## src/rtl/grid_sel_pkg.sv

```systemverilog
// Shared types for the shape-menu cursor: FSM states, button actions and the
// index-width helper used to size cursor and selection signals.
package grid_sel_pkg;

    typedef enum logic {
        StBrowse,
        StConfirmed
    } state_e;

    typedef enum logic [2:0] {
        ActNone,
        ActEnter,
        ActCancel,
        ActUp,
        ActDown,
        ActLeft,
        ActRight
    } action_e;

    // Bit positions of the buttons inside the edge-detector vector.
    localparam int unsigned NUM_BTNS   = 6;
    localparam int unsigned BTN_ENTER  = 0;
    localparam int unsigned BTN_CANCEL = 1;
    localparam int unsigned BTN_UP     = 2;
    localparam int unsigned BTN_DOWN   = 3;
    localparam int unsigned BTN_LEFT   = 4;
    localparam int unsigned BTN_RIGHT  = 5;

    // Bits needed to hold values 0..n-1, never less than one.
    function automatic int unsigned idx_width(input int unsigned n);
        return (n > 1) ? $clog2(n) : 1;
    endfunction

endpackage

```

## src/rtl/grid_cursor_select_btn_edge.sv

```systemverilog
// Rising-edge detector for a vector of debounced button levels; history
// clears on reset so a button held through reset release counts as a press.
module btn_edge #(
    parameter int unsigned WIDTH = 1
) (
    input  logic             clk,
    input  logic             rst_n,
    input  logic [WIDTH-1:0] level,
    output logic [WIDTH-1:0] rise
);

    logic [WIDTH-1:0] prev_q;

    always_ff @(posedge clk or negedge rst_n) begin
        if (!rst_n) begin
            prev_q <= '0;
        end else begin
            prev_q <= level;
        end
    end

    assign rise = level & ~prev_q;

endmodule

```

## src/rtl/grid_cursor_select.sv

```systemverilog
// Cursor-driven selection border for a COLS x ROWS menu grid: buttons move a
// cursor, enter/cancel latch a selection, and the drawn box follows at frame ticks.
module grid_cursor_select
    import grid_sel_pkg::*;
#(
    parameter int unsigned COLS         = 3,
    parameter int unsigned ROWS         = 3,
    parameter int unsigned CELL_W       = 214,
    parameter int unsigned CELL_H       = 146,
    parameter int unsigned INSET_X      = 4,
    parameter int unsigned INSET_Y      = 3,
    parameter int unsigned BORDER       = 2,
    parameter int unsigned BLINK_FRAMES = 15,
    parameter int unsigned WRAP         = 1,
    localparam int unsigned IW          = idx_width(COLS * ROWS)
) (
    input  logic          clk,
    input  logic          rst_n,
    input  logic [9:0]    HCount,
    input  logic [9:0]    VCount,
    input  logic          frame_tick,
    input  logic          btn_up,
    input  logic          btn_down,
    input  logic          btn_left,
    input  logic          btn_right,
    input  logic          btn_enter,
    input  logic          btn_cancel,
    output logic          bordeSelec_on,
    output logic [IW-1:0] sel_index,
    output logic          sel_valid
);

    localparam int unsigned CW = idx_width(COLS);
    localparam int unsigned RW = idx_width(ROWS);
    localparam int unsigned BW = idx_width(BLINK_FRAMES);

    logic [NUM_BTNS-1:0] btn_level;
    logic [NUM_BTNS-1:0] btn_rise;

    assign btn_level = {btn_right, btn_left, btn_down, btn_up, btn_cancel, btn_enter};

    btn_edge #(
        .WIDTH(NUM_BTNS)
    ) u_btn_edge (
        .clk  (clk),
        .rst_n(rst_n),
        .level(btn_level),
        .rise (btn_rise)
    );

    state_e        state_q, state_d;
    action_e       action;
    logic [CW-1:0] col_q, col_d, disp_col_q, disp_col_d;
    logic [RW-1:0] row_q, row_d, disp_row_q, disp_row_d;
    logic [BW-1:0] blink_cnt_q, blink_cnt_d;
    logic          phase_q, phase_d;
    logic          border_q, border_d;

    // Only the highest-priority press of the cycle is acted upon.
    always_comb begin
        action = ActNone;
        if (btn_rise[BTN_ENTER]) begin
            action = ActEnter;
        end else if (btn_rise[BTN_CANCEL]) begin
            action = ActCancel;
        end else if (btn_rise[BTN_UP]) begin
            action = ActUp;
        end else if (btn_rise[BTN_DOWN]) begin
            action = ActDown;
        end else if (btn_rise[BTN_LEFT]) begin
            action = ActLeft;
        end else if (btn_rise[BTN_RIGHT]) begin
            action = ActRight;
        end
    end

    always_comb begin
        state_d = state_q;
        col_d   = col_q;
        row_d   = row_q;
        case (action)
            ActEnter: begin
                if (state_q == StBrowse) state_d = StConfirmed;
            end
            ActCancel: begin
                if (state_q == StConfirmed) state_d = StBrowse;
            end
            ActUp: begin
                if (state_q == StBrowse) begin
                    if (row_q != '0) row_d = row_q - RW'(1);
                    else if (WRAP != 0) row_d = RW'(ROWS - 1);
                end
            end
            ActDown: begin
                if (state_q == StBrowse) begin
                    if (row_q != RW'(ROWS - 1)) row_d = row_q + RW'(1);
                    else if (WRAP != 0) row_d = '0;
                end
            end
            ActLeft: begin
                if (state_q == StBrowse) begin
                    if (col_q != '0) col_d = col_q - CW'(1);
                    else if (WRAP != 0) col_d = CW'(COLS - 1);
                end
            end
            ActRight: begin
                if (state_q == StBrowse) begin
                    if (col_q != CW'(COLS - 1)) col_d = col_q + CW'(1);
                    else if (WRAP != 0) col_d = '0;
                end
            end
            default: ;
        endcase
    end

    // Blink timing restarts from a visible phase every time CONFIRMED is entered.
    always_comb begin
        blink_cnt_d = blink_cnt_q;
        phase_d     = phase_q;
        disp_col_d  = disp_col_q;
        disp_row_d  = disp_row_q;
        if (state_q == StBrowse) begin
            blink_cnt_d = '0;
            phase_d     = 1'b1;
        end else if (frame_tick) begin
            if (blink_cnt_q == BW'(BLINK_FRAMES - 1)) begin
                blink_cnt_d = '0;
                phase_d     = ~phase_q;
            end else begin
                blink_cnt_d = blink_cnt_q + BW'(1);
            end
        end
        if (frame_tick) begin
            disp_col_d = col_q;
            disp_row_d = row_q;
        end
    end

    logic [11:0] hc, vc, x0, x1, y0, y1;
    logic        in_box, near_edge, visible;

    always_comb begin
        hc = {2'b00, HCount};
        vc = {2'b00, VCount};
        x0 = 12'(disp_col_q) * 12'(CELL_W) + 12'(INSET_X);
        x1 = (12'(disp_col_q) + 12'd1) * 12'(CELL_W) - 12'(INSET_X) - 12'd1;
        y0 = 12'(disp_row_q) * 12'(CELL_H) + 12'(INSET_Y);
        y1 = (12'(disp_row_q) + 12'd1) * 12'(CELL_H) - 12'(INSET_Y) - 12'd1;
        in_box    = (hc >= x0) && (hc <= x1) && (vc >= y0) && (vc <= y1);
        // Far-edge tests are rearranged as additions so x1 - BORDER cannot underflow.
        near_edge = (hc < x0 + 12'(BORDER)) || (hc + 12'(BORDER) > x1) ||
                    (vc < y0 + 12'(BORDER)) || (vc + 12'(BORDER) > y1);
        visible   = (state_q == StBrowse) || phase_q;
        border_d  = in_box && near_edge && visible;
    end

    always_ff @(posedge clk or negedge rst_n) begin
        if (!rst_n) begin
            state_q     <= StBrowse;
            col_q       <= '0;
            row_q       <= '0;
            disp_col_q  <= '0;
            disp_row_q  <= '0;
            blink_cnt_q <= '0;
            phase_q     <= 1'b1;
            border_q    <= 1'b0;
        end else begin
            state_q     <= state_d;
            col_q       <= col_d;
            row_q       <= row_d;
            disp_col_q  <= disp_col_d;
            disp_row_q  <= disp_row_d;
            blink_cnt_q <= blink_cnt_d;
            phase_q     <= phase_d;
            border_q    <= border_d;
        end
    end

    assign bordeSelec_on = border_q;
    assign sel_index     = IW'(row_q) * IW'(COLS) + IW'(col_q);
    assign sel_valid     = (state_q == StConfirmed);

endmodule

```

## config.mk

```make
export PLATFORM = sky130hd
export DESIGN_NAME = grid_cursor_select
export DESIGN_NICKNAME = d
export VERILOG_FILES = /design/src/rtl/grid_sel_pkg.sv /design/src/rtl/grid_cursor_select_btn_edge.sv /design/src/rtl/grid_cursor_select.sv
export SDC_FILE = /design/constraint.sdc
export NUM_CORES = 1
export LEC_CHECK = 0
export ABC_AREA = 0
export BUFFER_PORTS_ARGS = -buffer_cell sky130_fd_sc_hd__buf_2
export CORE_UTILIZATION = 60
export DETAILED_ROUTE_END_ITERATION = 10
export PLACE_DENSITY = 0.81
export RECOVER_POWER = 50
export SETUP_SLACK_MARGIN = 0.05
export SLEW_MARGIN = 5
export SYNTH_ARGS = -nofsm -noshare
export SYNTH_HDL_FRONTEND = slang
export SYNTH_SLANG_ARGS = --single-unit
```

## constraint.sdc

```tcl
create_clock -name clk -period 5.87 [get_ports clk]
set_input_delay 0.8805 -clock clk [delete_from_list [all_inputs] [get_ports clk]]
set_output_delay 0.8805 -clock clk [all_outputs]
set_load 0.005 [all_outputs]
```

; Word level (Yosys, flattened, before mapping)
; Cells that the tools add are included.
[op_classes]
n_addsub = 18
multipliers = 5
magnitude_cmp = 8
eq_ne = 15
n_mux = 23
bitwise = 4
n_reduce_logical = 17
[ops]
columns = op, count
row1 = "adder 10 x 2 -> 11 bit, second input constant", 3
row2 = "adder 11 x 2 -> 12 bit, second input constant", 2
row3 = > comparator 11 x 12 -> 1 bit, 2
row4 = <= comparator 10 x 12 -> 1 bit, 2
row5 = less-than comparator 10 x 12 -> 1 bit, 2
row6 = "subtractor 12 x 1 -> 12 bit, second input constant", 2
row7 = >= comparator 10 x 11 -> 1 bit, 2
row8 = "multiplier 3 x 7 -> 10 bit, second input constant", 2
row9 = "multiplier 2 x 7 -> 9 bit, second input constant", 2
row10 = 2-to-1 mux 3 bit, 6
row11 = 2-to-1 mux 2 bit, 8
row12 = "!= test 2 bit, second input constant", 7
row13 = 2-to-1 mux 4 bit, 3
row14 = "subtractor 11 x 2 -> 12 bit, second input constant", 1
row15 = "subtractor 11 x 3 -> 12 bit, second input constant", 1
row16 = "adder 10 x 3 -> 11 bit, second input constant", 1
row17 = nonzero test 2 bit, 5
row18 = "equality test 3 bit, second input constant", 3
row19 = one-hot mux 2 bit (2 select lines), 2
row20 = "adder 2 x 1 -> 3 bit, second input constant", 2
row21 = AND 6 bit, 1
row22 = "equality test 3 x 2 -> 1 bit, second input constant", 2
row23 = NOT 6 bit, 1
row24 = AND reduction 3 bit, 2
row25 = 14 further kinds, 26
[word_totals]
ff_bits = 21
output_inout_bits = 6
elab_cells = 99

; Longest topological paths before layout
[logic_depth]
word_depth = 11
depth_mapped = 15

; Modules after synthesis
; A second synthesis with hierarchy kept.
[hier_totals]
hier_cells = 374
hier_area_um2 = 3291.9
[by_module_without_submodules]
columns = mod, instances, cells_per_inst, area_per_inst_um2, seq_area_each_um2
row1 = grid_cursor_select, 1, 362, 3059.2, 376.6
row2 = btn_edge, 1, 12, 232.7, 150.1

; Least setup slack after synthesis
; OpenSTA, ideal clock, no wires.
[synth_timing]
path_type = flip-flop to flip-flop
startpoint = register disp_col_q[0]
endpoint = register border_q (netlist: bordeSelec_on)
setup_time_ps = 82
arrival_ps = 3315
t_required_ps = 5788
slack_ps = 2473
stages_incl_launch_ff = 14
period_less_slack_ps = 3397
cell_sequence = dfrtp_1 inv_1 ha_1 nor2b_4 a2111oi_4 nor2_1 xnor2_1 ha_1 a2111oi_0 a21oi_1 a21oi_1 o21ai_1 or3_1 a31oi_1
[synth_between]
elab_chain_cells = 10
[synth_lines]
columns = element, line
row1 = start: declaration, grid_cursor_select.sv:53  ; logic [CW-1:0] col_q, col_d, disp_col_q, disp_col_d;
row2 = start signal: assignment, grid_cursor_select.sv:171  ; disp_col_q <= disp_col_d;
row3 = adder 2 x 1 -> 3 bit, grid_cursor_select.sv:146  ; x1 = (12'(disp_col_q) + 12'd1) * 12'(CELL_W) - 12'(INSET_X) - 12'd1;
row4 = multiplier 3 x 7 -> 10 bit, grid_cursor_select.sv:146
row5 = subtractor 11 x 3 -> 12 bit, grid_cursor_select.sv:146
row6 = subtractor 12 x 1 -> 12 bit, grid_cursor_select.sv:146
row7 = <= comparator 10 x 12 -> 1 bit or > comparator 11 x 12 -> 1 bit (tied branches), "grid_cursor_select.sv:149, grid_cursor_select.sv:151"
row8 = logical AND 1 bit or logical OR 1 bit (tied branches) (2 in a row), "grid_cursor_select.sv:149, grid_cursor_select.sv:151"
row9 = logical AND 1 bit or logical OR 1 bit (tied branches), "grid_cursor_select.sv:149, grid_cursor_select.sv:152"
row10 = logical AND 1 bit * (2 in a row), grid_cursor_select.sv:154  ; border_d = in_box && near_edge && visible;
row11 = named net border_d, grid_cursor_select.sv:57  ; logic border_q, border_d;
row12 = end signal: assignment, grid_cursor_select.sv:175  ; border_q <= border_d;
row13 = end: declaration, grid_cursor_select.sv:57
; Mark *: on every way through the listed nets, which the timed path passes. The rest lies on a longest branch.
; A chain may end at the register's enable or synchronous reset.

; Worst setup path in the final report
; Same ends and word-level chain as after synthesis.

==> results.yml <==
run_status:
  status: "completed"
sta:
  timing.setup.tns_ns: 0
  fin_skew_ns: 0.0106
  final.hold.worst_slack_ns: 0.575
  max_slew.worst_pin.slew_ns: 1.13
  clock.fmax_mhz: 262
  period_share_pct: 65.1
  report.final.slew_viol_count: 0
  setup_violations: 0
  hold_viol_final: 0
  max-slew-margin-rel_pct: 24.9
  setup_repair_after_global_routing_missed_its_margin: "no"
  finalCriticalPeriod_ns: 3.82
route:
  drtAntennaViolNets: 0
  detailedRoute.firstIterationViolations: 72
  total_via_count_after_detailed_routing: 3006
  drt_first_pass_iters: 4
  route.detailed.vias_per_inst: 6.02
  drt-total-wl_mm: 7.46
  avgRoutedWirePerCell_um: 14.9
  drc: 0
synth:
  synth.distinct_cells: 54
  yosysTopAreaCellShare_pct: 34.6
  yosys.area.top_type: "ha_1"
  synthesis.instances: 393
  seq_area_frac_synth_pct: 15.7
  synth_seq_cells: 21
  post_synthesis_cell_area_mm2: 0.00336
  postSynthAreaPerCell_um2: 8.55
  synthTopCellsByArea: "ha_1 35%, dfrtp_1 15%, a21oi_1 4.2%"
  synth_flop_cell: "dfrtp_1"
  synth_enable_flop_cells: 0
  synth_warnings: 0
  async_reset_ff_share_pct: 100
  syn_nets: 517
worst_hold_path:
  min_from: "col_q[1]"
  type_of_the_tightest_min_delay_check: "reg -> reg"
  min_delay_path_depth: 2
  whs_endpoint: "disp_col_q[1]"
die:
  area_enclosed_by_the_die_boundary_mm2: 0.00590
  fp.coreArea_mm2: 0.00524
  floorplan.initialDensity_pct: 64.2
  core.rowCount: 26
  floorplan.die.width_um: 76.8
  die_h_um: 76.8
  floorplan.io_pins: 35
grt:
  grt_start_max_net_pins: 22
  grt_overflow: 0
  wire_length_of_the_first_global_routing_pass_mm: 12.9
  globalRouteTotalUtil_pct: 26.3
  grt_pass1_vias: 2933
  grt_antenna_before_repair: 0
setup_path:
  critical_path_class: "reg -> reg"
  r2r-end: "bordeSelec_on"
  critPathTopFamily: "compound AO/OA/AOI/OAI gates"
  crit_cells: 13
  critPathMaxStageDelay_ns: 0.61
  worst-endpoint-required_ns: 6.06
  path_cells: "inv_1, ha_1, nand2b_2, a2111oi_4, nor2_1, xnor2_1, ha_1, a2111oi_0, a21oi_1, a21oi_1, o21ai_1, or3_1, a31oi_1"
  startpoint_of_the_worst_slack_reg_to_reg_timing_path: "disp_col_q[0]"
  register_to_register_setup_slack_ns: 2.05
  worst_setup_path_start_kind: "flip-flop"
  path_buf_inv: 1
  timing.reg2reg.worst_path_depth: 13
  path_max_fanout: 11
  worst_path_max_delay_cell: "dfrtp_1"
  worst-endpoint-arrival_ns: 4.01
  endpoint_kind: "flip-flop"
power_and_ir_drop:
  pwr-share-clk_pct: 7.3
  switching_share_pct: 50.5
  cellInternalPower_w: 0.000647
  static-leakage-power_nw: 1.76
  cellPowerDensity_mw_per_mm2: 358
  total_switching_power_w: 0.000660
  power.share.combinational_pct: 75.5
  power.sequential.fraction_pct: 17.2
  power_w: 0.00131
  worst_ir_drop_on_vdd_mv: 0.215
clock_network:
  clock_latency_ns: 0.26
  clock_sinks: 21
  cts-hold-fix-buffers: 0
  tritoncts: "built"
  cts_made_buffers: 3
  clock_transition_at_the_register_clock_pins_on_the_worst_setup_and_hold_paths_after_cts_ns: 0.08
  cts_setup_buffers: 0
  cts_max_level: 1
  clk_root_buffer_cell: "clkbuf_8"
  post_cts.resized_instances: 0
  clock_path_buffers: 2
placed_design:
  place.gp.congestion: 0.965
  post-place-cells: 495
  io_buffer_count: 34
  dpl.hpwl_mm: 6.08
finish:
  final_cell_mix: "93 x ha_1, 31 x buf_2, 30 x inv_1, 29 x nor2_1"
  areaGrowthSynthToFinish_pct: 8.67
  post_layout_nonfiller_instances: 499
  final.fill_count: 445
  antennaDiodeCount: 0
  nNetsFinal: 554
  share_of_layout_cells_above_drive_strength_1_pct: 10.5
  layout_commonest_cell: "ha_1"
flow_run:
  max_cap_violations: 0
==> layer usage <==
metal,up-vias,GRT usage (%),share of wire (%)
li1,1498,-,-
met1,1415,31.4,44
met2,83,49.6,50
met3,10,2.86,4.1
met4,0,6.15,1.5
met5,-,0,0
==> through the flow <==
stage	cell area, um^2	util (%)	setup WS [ns]
3_5_place_dp	3610	68.9	2.09
2_1_floorplan	3360	-	2.47
3_3_place_gp	3610	68.9	2.22
6_report	3650	69.7	2.05
5_1_grt	3650	69.7	1.67
4_1_cts	3660	69.8	2.06
==> cell usage after synthesis, types with 8 or more instances <==
master and instances:
o21a_1 9, a21oi_1 28, xnor2_1 13, dfrtp_1 20
xor2_1 8, o21ai_0 28, nand3_1 17, inv_1 30
nor2_1 29, nor2b_1 10, ha_1 93, nand2_1 21
==> cell families (layout without fill, tap and decap cells) <==
family | count (synthesis) | after routing | synth area share, %
simple gates | 126 | 126 | 20.4
fa+ha+maj | 95 | 95 | 35.8
compound gates | 93 | 93 | 17.8
buf+inv | 32 | 68 | 3.57
xor+xnor | 21 | 21 | 5.47
flops | 21 | 21 | 15.7
mux | 4 | 4 | 1.19
other cells | 1 | 1 | 0.112
==> registers in the layout (all words and copies together), names as in the netlist <==
name               flops
blink_cnt_q            4
bordeSelec_on          1
col_q                  2
disp_col_q             2
disp_row_q             2
phase_q                1
row_q                  2
sel_valid              1
u_btn_edge.prev_q      6
==> cell type report <==
type                    instances  area [um^2]  area share [%]
well taps                      70         87.6            2.40
repair buffers                 34          166            4.56
inverters                      30          113            3.08
clock buffers                   4         45.0            1.23
flip-flops and latches         21          527            14.4
multi-input cells             340         2710            74.3
==> worst max path at each step <==
stage,endpoint,startpoint,slack (ns)
2_1_floorplan,bordeSelec_on,disp_col_q[0],2.47
3_3_place_gp,bordeSelec_on,disp_col_q[0],2.22
3_5_place_dp,bordeSelec_on,disp_col_q[0],2.09
4_1_cts,bordeSelec_on,disp_col_q[0],2.06
5_1_grt,bordeSelec_on,disp_col_q[0],1.67
6_report,bordeSelec_on,disp_col_q[0],2.05
==> tightest hold or removal path, stage by stage (launching register included) <==
cell and delay, ns:
dfrtp_1 0.42, nand2_1 0.06, o21ai_0 0.07
==> power groups by stage <==
stage / clock, W / combinational [W] / sequential (W)
final: 0.0000956 / 0.000987 / 0.000225
after CTS: 0.0000978 / 0.000985 / 0.000225
after global routing: 0.000103 / 0.00113 / 0.000232
after detailed placement: 0 / 0.000976 / 0.000227
after global placement: 0 / 0.000936 / 0.000226
after floorplan: 0 / 0.000727 / 0.000215
Note: power is estimated with default switching activity, not from simulation.
